## src/rtl/mem_access_pkg.sv

```systemverilog
// Shared definitions for the memory-access stage: byte-enable patterns,
// FSM state encoding and load-extension helpers.
package mem_access_pkg;

    typedef enum logic {
        ST_IDLE = 1'b0,
        ST_REQ  = 1'b1
    } state_t;

    localparam logic [3:0] MEM_SEL_BYTE0 = 4'b0001;
    localparam logic [3:0] MEM_SEL_BYTE1 = 4'b0010;
    localparam logic [3:0] MEM_SEL_BYTE2 = 4'b0100;
    localparam logic [3:0] MEM_SEL_BYTE3 = 4'b1000;
    localparam logic [3:0] MEM_SEL_HALF0 = 4'b0011;
    localparam logic [3:0] MEM_SEL_HALF1 = 4'b1100;
    localparam logic [3:0] MEM_SEL_WORD  = 4'b1111;

    function automatic logic [31:0] extendByte(input logic [7:0] b, input logic signExt);
        return {{24{signExt & b[7]}}, b};
    endfunction

    function automatic logic [31:0] extendHalf(input logic [15:0] h, input logic signExt);
        return {{16{signExt & h[15]}}, h};
    endfunction

endpackage

```

## src/rtl/mem_access_if.sv

```systemverilog
// Execute-side, data-RAM and write-back signals of the memory-access stage.
// The stage itself uses the master view; its environment uses the slave view.
interface mem_access_if #(
    parameter int DATA_W     = 32,
    parameter int REG_ADDR_W = 5
);
    logic                  in_valid;
    logic                  in_ready;
    logic                  mem_read_flag;
    logic                  mem_write_flag;
    logic                  mem_sign_ext_flag;
    logic [3:0]            mem_sel;
    logic [DATA_W-1:0]     mem_write_data;
    logic [DATA_W-1:0]     result;
    logic                  reg_write_en;
    logic [REG_ADDR_W-1:0] reg_write_addr;
    logic [DATA_W-1:0]     current_pc_addr;

    logic                  ram_req;
    logic [3:0]            ram_we;
    logic [DATA_W-1:0]     ram_addr;
    logic [DATA_W-1:0]     ram_wdata;
    logic                  ram_ack;
    logic [DATA_W-1:0]     ram_rdata;

    logic                  wb_valid;
    logic [DATA_W-1:0]     wb_result;
    logic                  wb_reg_write_en;
    logic [REG_ADDR_W-1:0] wb_reg_write_addr;
    logic [DATA_W-1:0]     wb_pc_addr;
    logic                  mem_busy;

    modport master (
        input  in_valid, mem_read_flag, mem_write_flag, mem_sign_ext_flag, mem_sel,
               mem_write_data, result, reg_write_en, reg_write_addr, current_pc_addr,
               ram_ack, ram_rdata,
        output in_ready, ram_req, ram_we, ram_addr, ram_wdata,
               wb_valid, wb_result, wb_reg_write_en, wb_reg_write_addr, wb_pc_addr, mem_busy
    );

    modport slave (
        output in_valid, mem_read_flag, mem_write_flag, mem_sign_ext_flag, mem_sel,
               mem_write_data, result, reg_write_en, reg_write_addr, current_pc_addr,
               ram_ack, ram_rdata,
        input  in_ready, ram_req, ram_we, ram_addr, ram_wdata,
               wb_valid, wb_result, wb_reg_write_en, wb_reg_write_addr, wb_pc_addr, mem_busy
    );

endinterface

```

## src/rtl/mem_access_load_align.sv

```systemverilog
// Combinational load aligner: picks the addressed byte/half out of a RAM word
// and zero- or sign-extends it. Unknown lane patterns pass the word through raw.
module load_align
    import mem_access_pkg::*;
(
    input  logic [31:0] rdata,
    input  logic [3:0]  sel,
    input  logic        sign_ext,
    output logic [31:0] aligned_word
);

    always_comb begin
        aligned_word = rdata;
        case (sel)
            MEM_SEL_BYTE0: aligned_word = extendByte(rdata[7:0],   sign_ext);
            MEM_SEL_BYTE1: aligned_word = extendByte(rdata[15:8],  sign_ext);
            MEM_SEL_BYTE2: aligned_word = extendByte(rdata[23:16], sign_ext);
            MEM_SEL_BYTE3: aligned_word = extendByte(rdata[31:24], sign_ext);
            MEM_SEL_HALF0: aligned_word = extendHalf(rdata[15:0],  sign_ext);
            MEM_SEL_HALF1: aligned_word = extendHalf(rdata[31:16], sign_ext);
            default:       aligned_word = rdata;
        endcase
    end

endmodule

```

## src/rtl/mem_access.sv

```systemverilog
// Memory-access pipeline stage: runs one req/ack RAM transaction per load/store,
// passes other instructions straight to the write-back register.
module mem_access
    import mem_access_pkg::*;
#(
    parameter int DATA_W     = 32,
    parameter int REG_ADDR_W = 5
) (
    input  logic         clk,
    input  logic         rst,
    mem_access_if.master bus
);

    state_t r_state;
    state_t w_nextState;
    logic   w_accept;
    logic   w_ackDone;
    logic   w_isMem;
    logic   w_isStore;

    logic                  r_isLoad;
    logic                  r_signExt;
    logic [3:0]            r_sel;
    logic [DATA_W-1:0]     r_result;
    logic                  r_regWriteEn;
    logic [REG_ADDR_W-1:0] r_regWriteAddr;
    logic [DATA_W-1:0]     r_pc;

    logic [DATA_W-1:0]     r_ramAddr;
    logic [DATA_W-1:0]     r_ramWdata;
    logic [3:0]            r_ramWe;

    logic                  r_wbValid;
    logic [DATA_W-1:0]     r_wbResult;
    logic                  r_wbRegWriteEn;
    logic [REG_ADDR_W-1:0] r_wbRegWriteAddr;
    logic [DATA_W-1:0]     r_wbPc;

    logic [DATA_W-1:0]     w_storeData;
    logic [DATA_W-1:0]     w_loadWord;

    assign w_isMem   = bus.mem_read_flag | bus.mem_write_flag;
    assign w_isStore = bus.mem_write_flag;

    always_ff @(posedge clk or posedge rst) begin
        if (rst) begin
            r_state <= ST_IDLE;
        end else begin
            r_state <= w_nextState;
        end
    end

    // Acks outside REQ and requests inside REQ are simply never looked at.
    always_comb begin
        w_nextState = r_state;
        w_accept    = 1'b0;
        w_ackDone   = 1'b0;
        case (r_state)
            ST_IDLE: begin
                w_accept = bus.in_valid;
                if (bus.in_valid && w_isMem) begin
                    w_nextState = ST_REQ;
                end
            end
            ST_REQ: begin
                w_ackDone = bus.ram_ack;
                if (bus.ram_ack) begin
                    w_nextState = ST_IDLE;
                end
            end
        endcase
    end

    always_comb begin
        w_storeData = bus.mem_write_data;
        case (bus.mem_sel)
            MEM_SEL_BYTE0, MEM_SEL_BYTE1, MEM_SEL_BYTE2, MEM_SEL_BYTE3:
                w_storeData = {4{bus.mem_write_data[7:0]}};
            MEM_SEL_HALF0, MEM_SEL_HALF1:
                w_storeData = {2{bus.mem_write_data[15:0]}};
            default:
                w_storeData = bus.mem_write_data;
        endcase
    end

    // Everything the RAM port and write-back need is captured at accept, so
    // execute's inputs are free to change while the access is in flight.
    always_ff @(posedge clk or posedge rst) begin
        if (rst) begin
            r_isLoad       <= 1'b0;
            r_signExt      <= 1'b0;
            r_sel          <= '0;
            r_result       <= '0;
            r_regWriteEn   <= 1'b0;
            r_regWriteAddr <= '0;
            r_pc           <= '0;
            r_ramAddr      <= '0;
            r_ramWdata     <= '0;
            r_ramWe        <= '0;
        end else if (w_accept && w_isMem) begin
            r_isLoad       <= ~w_isStore;
            r_signExt      <= bus.mem_sign_ext_flag;
            r_sel          <= bus.mem_sel;
            r_result       <= bus.result;
            r_regWriteEn   <= bus.reg_write_en;
            r_regWriteAddr <= bus.reg_write_addr;
            r_pc           <= bus.current_pc_addr;
            r_ramAddr      <= {bus.result[DATA_W-1:2], 2'b00};
            r_ramWdata     <= w_storeData;
            r_ramWe        <= w_isStore ? bus.mem_sel : 4'b0000;
        end else if (w_ackDone) begin
            r_ramWe        <= 4'b0000;
        end
    end

    load_align u_loadAlign (
        .rdata        (bus.ram_rdata),
        .sel          (r_sel),
        .sign_ext     (r_signExt),
        .aligned_word (w_loadWord)
    );

    always_ff @(posedge clk or posedge rst) begin
        if (rst) begin
            r_wbValid        <= 1'b0;
            r_wbResult       <= '0;
            r_wbRegWriteEn   <= 1'b0;
            r_wbRegWriteAddr <= '0;
            r_wbPc           <= '0;
        end else begin
            r_wbValid <= 1'b0;
            if (w_accept && !w_isMem) begin
                r_wbValid        <= 1'b1;
                r_wbResult       <= bus.result;
                r_wbRegWriteEn   <= bus.reg_write_en;
                r_wbRegWriteAddr <= bus.reg_write_addr;
                r_wbPc           <= bus.current_pc_addr;
            end else if (w_ackDone) begin
                r_wbValid        <= 1'b1;
                r_wbResult       <= r_isLoad ? w_loadWord : r_result;
                r_wbRegWriteEn   <= r_isLoad & r_regWriteEn;
                r_wbRegWriteAddr <= r_regWriteAddr;
                r_wbPc           <= r_pc;
            end
        end
    end

    assign bus.in_ready          = (r_state == ST_IDLE);
    assign bus.ram_req           = (r_state == ST_REQ);
    assign bus.mem_busy          = (r_state == ST_REQ);
    assign bus.ram_addr          = r_ramAddr;
    assign bus.ram_wdata         = r_ramWdata;
    assign bus.ram_we            = r_ramWe;
    assign bus.wb_valid          = r_wbValid;
    assign bus.wb_result         = r_wbResult;
    assign bus.wb_reg_write_en   = r_wbRegWriteEn;
    assign bus.wb_reg_write_addr = r_wbRegWriteAddr;
    assign bus.wb_pc_addr        = r_wbPc;

endmodule

```

## src/flat_wrapper.sv

```systemverilog
// flat-port wrapper written by rule: the top's interface ports become plain ports
module mem_access_flat import mem_access_pkg::*;
#(
    parameter int DATA_W     = 32,
    parameter int REG_ADDR_W = 5
)
  (clk, rst, bus_in_valid, bus_mem_read_flag, bus_mem_write_flag, bus_mem_sign_ext_flag, bus_mem_sel, bus_mem_write_data, bus_result, bus_reg_write_en, bus_reg_write_addr, bus_current_pc_addr, bus_ram_ack, bus_ram_rdata, bus_in_ready, bus_ram_req, bus_ram_we, bus_ram_addr, bus_ram_wdata, bus_wb_valid, bus_wb_result, bus_wb_reg_write_en, bus_wb_reg_write_addr, bus_wb_pc_addr, bus_mem_busy);
  mem_access_if #(.DATA_W(DATA_W), .REG_ADDR_W(REG_ADDR_W)) bus_i ();
  input  logic clk;
  input  logic rst;
  input wire logic [$bits(bus_i.in_valid)-1:0] bus_in_valid;
  input wire logic [$bits(bus_i.mem_read_flag)-1:0] bus_mem_read_flag;
  input wire logic [$bits(bus_i.mem_write_flag)-1:0] bus_mem_write_flag;
  input wire logic [$bits(bus_i.mem_sign_ext_flag)-1:0] bus_mem_sign_ext_flag;
  input wire logic [$bits(bus_i.mem_sel)-1:0] bus_mem_sel;
  input wire logic [$bits(bus_i.mem_write_data)-1:0] bus_mem_write_data;
  input wire logic [$bits(bus_i.result)-1:0] bus_result;
  input wire logic [$bits(bus_i.reg_write_en)-1:0] bus_reg_write_en;
  input wire logic [$bits(bus_i.reg_write_addr)-1:0] bus_reg_write_addr;
  input wire logic [$bits(bus_i.current_pc_addr)-1:0] bus_current_pc_addr;
  input wire logic [$bits(bus_i.ram_ack)-1:0] bus_ram_ack;
  input wire logic [$bits(bus_i.ram_rdata)-1:0] bus_ram_rdata;
  output wire logic [$bits(bus_i.in_ready)-1:0] bus_in_ready;
  output wire logic [$bits(bus_i.ram_req)-1:0] bus_ram_req;
  output wire logic [$bits(bus_i.ram_we)-1:0] bus_ram_we;
  output wire logic [$bits(bus_i.ram_addr)-1:0] bus_ram_addr;
  output wire logic [$bits(bus_i.ram_wdata)-1:0] bus_ram_wdata;
  output wire logic [$bits(bus_i.wb_valid)-1:0] bus_wb_valid;
  output wire logic [$bits(bus_i.wb_result)-1:0] bus_wb_result;
  output wire logic [$bits(bus_i.wb_reg_write_en)-1:0] bus_wb_reg_write_en;
  output wire logic [$bits(bus_i.wb_reg_write_addr)-1:0] bus_wb_reg_write_addr;
  output wire logic [$bits(bus_i.wb_pc_addr)-1:0] bus_wb_pc_addr;
  output wire logic [$bits(bus_i.mem_busy)-1:0] bus_mem_busy;
  assign bus_i.in_valid = bus_in_valid;
  assign bus_i.mem_read_flag = bus_mem_read_flag;
  assign bus_i.mem_write_flag = bus_mem_write_flag;
  assign bus_i.mem_sign_ext_flag = bus_mem_sign_ext_flag;
  assign bus_i.mem_sel = bus_mem_sel;
  assign bus_i.mem_write_data = bus_mem_write_data;
  assign bus_i.result = bus_result;
  assign bus_i.reg_write_en = bus_reg_write_en;
  assign bus_i.reg_write_addr = bus_reg_write_addr;
  assign bus_i.current_pc_addr = bus_current_pc_addr;
  assign bus_i.ram_ack = bus_ram_ack;
  assign bus_i.ram_rdata = bus_ram_rdata;
  assign bus_in_ready = bus_i.in_ready;
  assign bus_ram_req = bus_i.ram_req;
  assign bus_ram_we = bus_i.ram_we;
  assign bus_ram_addr = bus_i.ram_addr;
  assign bus_ram_wdata = bus_i.ram_wdata;
  assign bus_wb_valid = bus_i.wb_valid;
  assign bus_wb_result = bus_i.wb_result;
  assign bus_wb_reg_write_en = bus_i.wb_reg_write_en;
  assign bus_wb_reg_write_addr = bus_i.wb_reg_write_addr;
  assign bus_wb_pc_addr = bus_i.wb_pc_addr;
  assign bus_mem_busy = bus_i.mem_busy;
  mem_access #(.DATA_W(DATA_W), .REG_ADDR_W(REG_ADDR_W)) u_core (.clk(clk), .rst(rst), .bus(bus_i));
endmodule
```

## config.mk

```make
export PLATFORM = sky130hd
export DESIGN_NAME = mem_access_flat
export DESIGN_NICKNAME = d
export VERILOG_FILES = /design/src/rtl/mem_access_pkg.sv /design/src/rtl/mem_access_if.sv /design/src/rtl/mem_access_load_align.sv /design/src/rtl/mem_access.sv /design/src/flat_wrapper.sv
export SDC_FILE = /design/constraint.sdc
export NUM_CORES = 1
export LEC_CHECK = 0
export ABC_AREA = 1
export BUFFER_PORTS_ARGS = -buffer_cell sky130_fd_sc_hd__buf_2
export CAP_MARGIN = 5
export CORE_ASPECT_RATIO = 1.2
export CORE_MARGIN = 8
export CORE_UTILIZATION = 47
export CTS_CLUSTER_DIAMETER = 50
export DETAILED_ROUTE_END_ITERATION = 6
export HOLD_SLACK_MARGIN = 0.08
export PLACE_DENSITY_LB_ADDON = 0.12
export SYNTH_ARGS = -nofsm -noshare
export SYNTH_HDL_FRONTEND = slang
export SYNTH_HIERARCHICAL = 1
export SYNTH_SLANG_ARGS = --single-unit
export TNS_END_PERCENT = 1
```

## constraint.sdc

```tcl
create_clock -name clk -period 5.4 [get_ports clk]
set_clock_uncertainty 0.15 [all_clocks]
set_input_delay 0.54 -clock clk [delete_from_list [all_inputs] [get_ports clk]]
set_output_delay 0.54 -clock clk [all_outputs]
set_load 0.005 [all_outputs]
```

==> impl_metrics.py <==
metrics = {
    "run_status": {
        "outcome": "completed",
    },
    "placed_design": {
        "place.gp.congestion": 0.869,
        "placed_cells": 1563,
        "place_hpwl_um": 19000,
        "io_buffers": 284,
        "dp_slack_ns": 2.59,
    },
    "worst_setup_path": {
        "reg2reg_slack_ns": 2.80,
        "r2r-start": "u_core/bus.mem_busy",
        "critPathKind": "reg2reg",
        "crit_chain": "nor3_4 > clkinv_2 > buf_4 > nand2_1 > o21ai_0",
        "timing.rr.end": "u_core/r_regWriteAddr[1]",
        "crit_required_ns": 5.54,
        "crit_slowest_cell": "clkinv_2",
        "endpoint_kind": "register",
        "cp.arrival_ns": 2.74,
        "setup.worst_path.start": "u_core/bus.mem_busy",
        "r2r_cells": 5,
        "cpPeakStageDelay_ns": 0.81,
        "cp-endpoint": "u_core/r_regWriteAddr[1]",
        "critPathMaxFanout": 71,
        "setup.worst_path.start_class": "register",
    },
    "logic_synthesis": {
        "synthCells": 1106,
        "ys_ff_latch": 184,
        "ys.flop_type": "dfrtp_1",
        "async_reset_ff_share_pct": 100,
        "ys_seq_area_share_pct": 50.2,
        "ys_types": 31,
        "synth_warnings": 6,
        "synth-edff-count": 0,
        "syn_area_per_cell_um2": 8.29,
        "synth_area_um2": 9160,
    },
    "global_route": {
        "grt_max_degree": 185,
        "track_usage_pct": 22.3,
        "grt_pass1_wl_um": 42700,
        "antenna_found_initial": 2,
        "grt_overflow_total": 0,
        "grt_pass1_vias": 8075,
    },
    "cts": {
        "cts-root-buf": "clkbuf_16",
        "cts_hold_buf": 0,
        "worstSkewPairLatency_ns": 0.42,
        "cts_buffers": 17,
        "cts_tree": "done",
        "cts-resized-gates": 0,
        "ctsHtreeMaxLevel": 4,
        "post_cts_buffers": 0,
        "cts.sinks": 184,
        "clk_pin_slew_ns": 0.07,
        "cts.path.max_buffers": 2,
    },
    "cells_and_area": {
        "drive_gt1_share_pct": 26.8,
        "areaGrowthSynthToFinish_pct": 20.1,
        "final_cells": 1597,
        "fill_cells": 1855,
        "fin_nets": 1466,
        "final_core_util_pct": 56.9,
    },
    "sta": {
        "final.setup.worst_slack_ns": 2.80,
        "rsz0062_at_grt": "no",
        "tns_ns": 0,
        "hold_violations": 0,
        "drv_slew": 0,
        "max_clock_freq_ghz": 0.385,
        "maxSlewHeadroom_pct": 28.4,
        "fin_crit_sh_pct": 48.1,
        "setup_viol": 0,
        "worstMarginPinSlew_ns": 1.07,
        "period_minus_slack_ns": 2.60,
    },
    "min_path": {
        "hold_class": "in2reg",
        "min_from": "bus_ram_ack",
    },
    "floorplan": {
        "ios": 287,
        "die_w_um": 143,
        "initial_core_util_pct": 47.4,
        "dieArea_um2": 24200,
        "die_h_um": 169,
        "num_rows": 56,
        "coreArea_um2": 19300,
    },
    "route": {
        "firstDrtPassIters": 5,
        "drtIter0Drc": 685,
        "drc": 0,
        "wl_um": 27200,
        "post_drt_via_cell_ratio": 5.16,
        "ant_nets": 0,
        "num_vias": 8242,
        "wl_per_cell_um": 17.0,
    },
    "power_and_ir_drop": {
        "peakVddDrop_v": 0.000225,
        "p_leak_nw": 5.91,
        "p_per_area_nw_per_um2": 417,
    },
    "job": {
        "drv_cap": 0,
    },
}
worst max-delay path: cells and delay by family (launching register included):
family	cells	cell delay, ns
AO/OA/AOI/OAI	1	0.08
buffers and inverters	2	1.42
flip-flops	1	0.47
AND/OR/NAND/NOR	2	0.31
cells by family (layout without fill, tap and decap cells):
group	count (synthesis)	after routing	synth area share (%)
simple gates	547	547	26.1
flops	184	184	50.2
buf+inv	184	411	9.97
compound gates	158	158	10.1
mux	32	32	3.50
other cells	1	4	0.0409
layer usage:
layer / track usage, % / share of wire (%) / vias up
li1: - / - / 4025
met1: 28.3 / 41 / 3879
met2: 36.2 / 48 / 310
met3: 6.51 / 9.7 / 26
met4: 6.23 / 1.6 / 2
met5: 0 / 0.029 / -
cell type report:
type / count / area, um^2 / area share [%]
Inverter: 89 / 340 / 3.09
Clock inverter: 14 / 159 / 1.44
Timing Repair Buffer: 290 / 1480 / 13.4
Antenna cell: 2 / 5.00 / 0.0455
Sequential cell: 184 / 4610 / 41.9
Tap cell: 261 / 327 / 2.97
Clock buffer: 18 / 429 / 3.90
Multi-Input combinational cell: 739 / 3660 / 33.3
power breakdown:
group	total [mW]	switching (mW)	internal [mW]	leakage, nW
registers	2.01	0.264	1.75	2.23
clock network	1.23	0.608	0.622	0.283
logic	1.34	0.755	0.588	3.40
placed cells by master (no fill, tap or decap), types with 8 or more instances in the layout:
| master | Yosys | layout |
|---|---|---|
| clkbuf_16 | 0 | 17 |
| or2_2 | 8 | 8 |
| buf_2 | 40 | 284 |
| nand2_1 | 331 | 329 |
| o21ai_1 | 32 | 32 |
| dfrtp_1 | 184 | 183 |
| nor2b_1 | 8 | 8 |
| o211ai_1 | 37 | 37 |
| inv_1 | 80 | 79 |
| nor2_1 | 36 | 36 |
| nand3b_1 | 8 | 8 |
| a21oi_1 | 32 | 32 |
| o22ai_1 | 32 | 32 |
| nand3_1 | 138 | 138 |
| mux2i_1 | 32 | 32 |
| o21ai_0 | 24 | 24 |
Yosys cell counts, types with 2 or more instances:
library cell	instances	area (um^2)
a21oi_1	32	160
buf_2	40	200
buf_4	35	263
buf_6	4	45.0
clkbuf_1	15	56.3
clkinv_1	2	7.51
dfrtp_1	184	4600
inv_1	80	300
inv_2	6	22.5
mux2i_1	32	320
nand2_1	331	1240
nand2_2	3	18.8
nand3_1	138	691
nand3_2	7	70.1
nand3b_1	8	60.1
nor2_1	36	135
nor2_2	2	12.5
nor2_4	3	33.8
nor2b_1	8	50.1
o211ai_1	37	278
o21ai_0	24	120
o21ai_1	32	160
o22ai_1	32	200
or2_2	8	50.1
registers in the layout, indices dropped and copies added (netlist names):
| signal | count |
|---|---|
| u_core/bus.mem_busy | 1 |
| u_core/bus.ram_wdata | 32 |
| u_core/bus.ram_we | 4 |
| u_core/bus.wb_pc_addr | 32 |
| u_core/bus.wb_reg_write_addr | 5 |
| u_core/bus.wb_reg_write_en | 1 |
| u_core/bus.wb_result | 32 |
| u_core/bus.wb_valid | 1 |
| u_core/r_isLoad | 1 |
| u_core/r_pc | 32 |
| u_core/r_regWriteAddr | 5 |
| u_core/r_regWriteEn | 1 |
| u_core/r_result | 32 |
| u_core/r_sel | 4 |
| u_core/r_signExt | 1 |
worst min path at each step:
| stage | end | cells after the start |
|---|---|---|
| finish | u_core/bus.mem_busy | 2 |
| global placement | u_core/r_result[0] | 2 |
| detailed placement | u_core/bus.ram_wdata[21] | 2 |
| floorplan | u_core/r_result[0] | 2 |
| global route | u_core/r_pc[6] | 3 |
| CTS | u_core/bus.mem_busy | 2 |
per-stage QoR:
stage	area [um^2]	hold WS, ns	total power [mW]
2_1_floorplan	9170	0.291	2.85
3_3_place_gp	10400	0.303	3.36
3_5_place_dp	10400	0.311	3.39
4_1_cts	11000	0.136	4.64
5_1_grt	11000	0.167	4.89
6_report	11000	0.159	4.59
(Power assumes the default switching activity.)
